[src/rtl/run_ctrl_pkg.sv]
// Shared definitions for the CPU run-control unit.
// State encoding is visible on the `state` output port.
package run_ctrl_pkg;

   localparam int ST_W = 2;

   localparam logic [ST_W-1:0] ST_RESET = 2'd0;
   localparam logic [ST_W-1:0] ST_IDLE  = 2'd1;
   localparam logic [ST_W-1:0] ST_RUN   = 2'd2;
   localparam logic [ST_W-1:0] ST_STOP  = 2'd3;

   typedef enum logic [ST_W-1:0] {
      S_RESET = ST_RESET,
      S_IDLE  = ST_IDLE,
      S_RUN   = ST_RUN,
      S_STOP  = ST_STOP
   } state_e;

endpackage

[src/rtl/sat_counter.sv]
// Saturating up-counter with enable and synchronous clear.
// Holds at all-ones instead of wrapping.
module sat_counter #(
   parameter int W = 20
) (
   input  logic         clk,
   input  logic         rst_n,
   input  logic         en,
   input  logic         clr,
   output logic [W-1:0] count
);

   logic [W-1:0] cnt_q;
   logic [W-1:0] cnt_d;

   always_comb begin
      cnt_d = cnt_q;
      if (clr) begin
         cnt_d = '0;
      end else if (en && (cnt_q != '1)) begin
         cnt_d = cnt_q + W'(1);
      end
   end

   always_ff @(posedge clk or negedge rst_n) begin
      if (!rst_n) begin
         cnt_q <= '0;
      end else begin
         cnt_q <= cnt_d;
      end
   end

   assign count = cnt_q;

endmodule

[src/rtl/run_controller.sv]
// CPU run control: stretched CPU reset, clock enable for run,
// single-step and cycle-limited execution, halt/limit stop.
module run_controller
   import run_ctrl_pkg::*;
#(
   parameter int RESET_CYCLES = 4,
   parameter int CNT_WIDTH    = 20
) (
   input  logic                 clk,
   input  logic                 reset,
   input  logic                 run_req,
   input  logic                 step_req,
   input  logic                 clr_req,
   input  logic                 halt_in,
   input  logic [CNT_WIDTH-1:0] limit,
   output logic                 cpu_reset_n,
   output logic                 cpu_ce,
   output logic [CNT_WIDTH-1:0] cycle_count,
   output logic [1:0]           state,
   output logic                 halted,
   output logic                 timeout
);

   localparam int SW = (RESET_CYCLES > 1) ? $clog2(RESET_CYCLES) : 1;
   localparam logic [SW-1:0] STR_LAST = SW'(RESET_CYCLES - 1);

   state_e        state_q, state_d;
   logic [SW-1:0] str_q, str_d;
   logic          rstn_q, rstn_d;
   logic          halted_q, halted_d;
   logic          timeout_q, timeout_d;
   logic          pulse_q, pulse_d;
   logic          step_q;

   logic lim_hit;
   logic step_edge;
   logic clr_take;
   logic run_ce;

   assign lim_hit   = (limit != '0) && (cycle_count == limit);
   assign step_edge = step_req & ~step_q;
   assign clr_take  = clr_req & (state_q != S_RESET);
   assign run_ce    = (state_q == S_RUN) & ~halt_in & ~lim_hit;
   assign cpu_ce    = run_ce | pulse_q;

   always_comb begin
      state_d   = state_q;
      str_d     = str_q;
      rstn_d    = rstn_q;
      halted_d  = halted_q;
      timeout_d = timeout_q;
      pulse_d   = 1'b0;
      if (clr_take) begin
         state_d   = S_RESET;
         str_d     = '0;
         rstn_d    = 1'b0;
         halted_d  = 1'b0;
         timeout_d = 1'b0;
      end else begin
         unique case (state_q)
            S_RESET: begin
               rstn_d = 1'b0;
               if (str_q == STR_LAST) begin
                  state_d = S_IDLE;
                  rstn_d  = 1'b1;
               end else begin
                  str_d = str_q + SW'(1);
               end
            end
            S_IDLE: begin
               if (run_req) begin
                  state_d = S_RUN;
               end else if (step_edge) begin
                  if (halt_in) begin
                     state_d  = S_STOP;
                     halted_d = 1'b1;
                  end else if (lim_hit) begin
                     state_d   = S_STOP;
                     timeout_d = 1'b1;
                  end else begin
                     pulse_d = 1'b1;
                  end
               end
            end
            // halt outranks the limit when both arrive together
            S_RUN: begin
               if (halt_in) begin
                  state_d  = S_STOP;
                  halted_d = 1'b1;
               end else if (lim_hit) begin
                  state_d   = S_STOP;
                  timeout_d = 1'b1;
               end else if (!run_req) begin
                  state_d = S_IDLE;
               end
            end
            S_STOP: begin
               state_d = S_STOP;
            end
            default: begin
               state_d = S_RESET;
            end
         endcase
      end
   end

   always_ff @(posedge clk or negedge reset) begin
      if (!reset) begin
         state_q   <= S_RESET;
         str_q     <= '0;
         rstn_q    <= 1'b0;
         halted_q  <= 1'b0;
         timeout_q <= 1'b0;
         pulse_q   <= 1'b0;
         step_q    <= 1'b0;
      end else begin
         state_q   <= state_d;
         str_q     <= str_d;
         rstn_q    <= rstn_d;
         halted_q  <= halted_d;
         timeout_q <= timeout_d;
         pulse_q   <= pulse_d;
         step_q    <= step_req;
      end
   end

   sat_counter #(
      .W (CNT_WIDTH)
   ) u_cnt (
      .clk   (clk),
      .rst_n (reset),
      .en    (cpu_ce),
      .clr   (clr_take),
      .count (cycle_count)
   );

   assign cpu_reset_n = rstn_q;
   assign state       = state_q;
   assign halted      = halted_q;
   assign timeout     = timeout_q;

endmodule

[config.mk]
export PLATFORM = sky130hd
export DESIGN_NAME = run_controller
export DESIGN_NICKNAME = d
export VERILOG_FILES = /design/src/rtl/run_ctrl_pkg.sv /design/src/rtl/sat_counter.sv /design/src/rtl/run_controller.sv
export SDC_FILE = /design/constraint.sdc
export NUM_CORES = 1
export LEC_CHECK = 0
export CORE_ASPECT_RATIO = 1.25
export CORE_MARGIN = 3
export CORE_UTILIZATION = 52
export DETAILED_ROUTE_END_ITERATION = 8
export PLACE_DENSITY = 0.84
export SYNTH_ARGS = -nofsm -noshare
export SYNTH_HDL_FRONTEND = slang
export SYNTH_SLANG_ARGS = --single-unit
[constraint.sdc]
create_clock -name clk -period 3.7 [get_ports clk]
set_input_delay 0.555 -clock clk [delete_from_list [all_inputs] [get_ports clk]]
set_output_delay 0.555 -clock clk [all_outputs]
set_load 0.01 [all_outputs]
==> metrics.md <==
| Metric | Value |
|---|---|
| Status | finished, final reports clean |
| Number of port buffers | 51 |
| Later-pin clock latency in the skew report | 280 ps |
| Top fanout value on the critical path | 2 |
| Detailed placer's ending HPWL | 3.75 mm |
| Tmin final | 2990 ps |
| Maximum resistive drop on vdd | 0.000393 V |
| Overall routed net length | 5.24 mm |
| Actual slew at the worst max-slew pin | 936 ps |
| Setup repair after global routing missed its margin | false |
| Final setup skew | 5.34 ps |
| Fin util | 74.1% |
| Total power consumption of the routed design | 0.916 mW |
| Maximum number of pins on one net before global-route repair | 40 |
| Initial antenna violation count | 0 |
| # H-tree levels | 2 |
| Antenna cells | 0 |
| Iteration-0 DRC count of the detailed router | 124 |
| Wire length of the first global-routing pass | 8.44 mm |
| CTS Buffer Depth | 2 |
| Type of the most critical hold path | reg -> reg |
| Detailed-router iteration count before antenna repair | 4 |
| Endpoint arrival time on the critical path | 2430 ps |
| FF+latch count, synth | 29 |
| Max Transition Viols Final | 0 |
| Clock tree sinks | 29 |
| Worst hold margin | 503 ps |
| Cell Area, Synth | 1870 um^2 |
| Number of fill cells | 258 |
| Achievable frequency | 0.335 GHz |
| Number of synthesized flops with an enable pin | 0 |
| Total vias in the final route | 1894 |
| Clock tree root buffer cell | sky130_fd_sc_hd__clkbuf_8 |
| DR vias/cell | 6.42 |
| FF-to-FF path depth | 6 |
| Total setup buffers inserted after CTS | 0 |
| Net count after synthesis | 233 |
| Worst-case register-to-register setup slack | 1250 ps |
| Required time of the critical path | 3140 ps |
| # resized after CTS | 0 |
| CP Launch Type | input port |
| FP Rows | 23 |
| Met2 wirelength from detailed routing | 2.57 mm |
| P per Cell Area | 370 nW/um^2 |
| Hold Crit Depth | 1 |
| Synth warnings | 0 |
| Final worst-path cycle share | 80.7% |
| Height of the die | 73.1 um |
| Die Width | 59.6 um |
| Total congestion overflow after global routing | 0 |
| Highest layer used for signal routing | met4 |
| Final total negative setup slack | 0 ps |
| Relative slew margins | 37.5% |
| Fraction of registers with async set/reset | 100% |
| Weighted congestion reported at the end of routability-driven placement | 0.869 |
| Avg Inst Size Synth | 9.12 um^2 |
| Via count of the first global-routing pass | 1792 |
| Count of cell types in the netlist | 39 |
| Overall fraction of global-route tracks in use | 25.4% |
| Effective utilization at floorplan | 56.0% |
| Number of buffers inserted during clock tree synthesis | 5 |
| Hold buffers post-CTS | 0 |
| Die Outline Area | 4360 um^2 |
| Post-synthesis sequential area ratio | 38.8% |
| Fin nets | 285 |
| Number of failing hold endpoints at the final stage | 0 |
| Number of maximum-capacitance violations | 0 |
| Met3 wire length | 382 um |
| Antenna Violating Nets Remaining | 0 |
| Cell count after synthesis | 205 |
| Area of the core | 3340 um^2 |
| Length of routed wiring on met1 | 2.20 mm |
| Drc violations | 0 |
| Proportion of layout cells with a drive suffix above 1 | 6.98% |
| Clock slew seen by the registers of the worst setup and hold paths | 60 ps |
| Final routed wire length divided by cell count | 17.8 um |
| CTS tree | built |
| Type of the setup path with the least slack | in -> out |
| Worst Setup End Kind | output pin |
| Total setup violations reported at the end of the flow | 0 |
| P_leak | 1.02 nW |
| Most instantiated flip-flop cell in the synthesis netlist | sky130_fd_sc_hd__dfrtp_1 |
| Count of boundary I/O pins | 52 |
| Signed area change from the synthesized netlist to the final layout | 32.3% |
## synth_stat cells, drive strengths merged (2+ instances only)
library cell,instances,area (um^2)
a21oi,18,90.1
a31oi,3,18.8
and3,7,43.8
and4,3,28.8
buf,6,45.0
clkbuf,3,12.5
dfrtp,29,726
ha,2,25.0
inv,6,22.5
nand2,17,63.8
nand3,11,55.1
nand4,3,18.8
nor2,6,25.0
nor3,4,20.0
nor4,13,100
o211ai,2,20.0
o21ai,8,40.0
o31ai,13,97.6
or3,5,31.3
or4,15,113
xor2,20,175
## critical path: stages
cell and delay [ps]:
sky130_fd_sc_hd__clkdlybuf4s50_1 470, sky130_fd_sc_hd__xor2_1 180, sky130_fd_sc_hd__nor4_1 360, sky130_fd_sc_hd__nand4b_1 170
sky130_fd_sc_hd__o21bai_2 170, sky130_fd_sc_hd__inv_1 50, sky130_fd_sc_hd__clkdlybuf4s50_1 470
## cell families after synthesis
| kind of cell | count (synthesis) | synth area share, % |
|---|---|---|
| AOI/OAI and AO/OA | 50 | 17.3 |
| xor gates and xnor gates | 20 | 9.36 |
| adders and majority gates | 2 | 1.34 |
| buffers and inverters | 15 | 4.28 |
| DFF | 29 | 38.8 |
| muxes | 2 | 1.14 |
| and+or+nand+nor | 87 | 27.8 |
## routing by layer
| metal | vias up | global-route usage, % |
|---|---|---|
| met4 | 0 | 10.8 |
| met1 | 909 | 33.3 |
| met2 | 83 | 40.1 |
| met5 | - | 0 |
| met3 | 11 | 5.31 |
| li1 | 891 | - |
## sequential cells by signal, indices dropped and copies added, names as in the netlist
register	count
pulse_q	1
timeout	1
u_cnt.count	20
cpu_reset_n	1
step_q	1
halted	1
state	2
str_q	2
## per-stage QoR
step / cells / worst slack, ps / instance area [um^2]
floorplan: 205 / 1400 / 1870
global placement: 287 / 707 / 2390
detailed placement: 287 / 711 / 2390
CTS: 295 / 706 / 2470
global route: 295 / 548 / 2470
finish: 295 / 714 / 2470
## placed cells by master, fill, tap and decap left out, types with 2 or more instances in the layout
master                            instances
sky130_fd_sc_hd__a21oi_1                 18
sky130_fd_sc_hd__a31oi_1                  3
sky130_fd_sc_hd__and3_1                   7
sky130_fd_sc_hd__and4_1                   2
sky130_fd_sc_hd__buf_4                    3
sky130_fd_sc_hd__clkbuf_8                 5
sky130_fd_sc_hd__clkdlybuf4s50_1         51
sky130_fd_sc_hd__clkinv_2                 2
sky130_fd_sc_hd__dfrtp_1                 29
sky130_fd_sc_hd__ha_1                     2
sky130_fd_sc_hd__inv_1                    6
sky130_fd_sc_hd__nand2_1                 17
sky130_fd_sc_hd__nand3_1                 11
sky130_fd_sc_hd__nand4_1                  3
sky130_fd_sc_hd__nor2_1                   5
sky130_fd_sc_hd__nor3_1                   4
sky130_fd_sc_hd__nor4_1                  10
sky130_fd_sc_hd__nor4_2                   3
sky130_fd_sc_hd__o21ai_0                  8
sky130_fd_sc_hd__o31ai_1                 13
sky130_fd_sc_hd__or3_1                    5
sky130_fd_sc_hd__or4_1                   15
sky130_fd_sc_hd__xor2_1                  20
## cell type report
type	instances	area, um^2	area share, %
sequential	29	726	29.3
tap	37	46.3	1.87
clock buffer	6	72.6	2.93
inverter	6	22.5	0.910
clock inverter	2	10.0	0.404
multi-input combinational	161	1060	43.0
timing repair buffer	54	533	21.5
## power by group
group	leakage, nW	total [mW]	switching [mW]	internal [mW]
clock	0.0450	0.249	0.119	0.130
combinational	0.580	0.275	0.143	0.132
sequential	0.395	0.392	0.0377	0.355
## path summary, 6_finish.rpt
kind / startpoint / to
hold / removal: str_q[1]$_DFFE_PN0P_ / str_q[1]$_DFFE_PN0P_
min in group asynchronous: reset / u_cnt.count[12]$_DFFE_PN0P_
setup / recovery: limit[19] / cpu_ce
max in group asynchronous: reset / halted$_DFFE_PN0P_
setup reg to reg: u_cnt.count[6]$_DFFE_PN0P_ / u_cnt.count[13]$_DFFE_PN0P_
hold reg to reg: str_q[1]$_DFFE_PN0P_ / str_q[1]$_DFFE_PN0P_
Power figures use the tool's default switching activity.
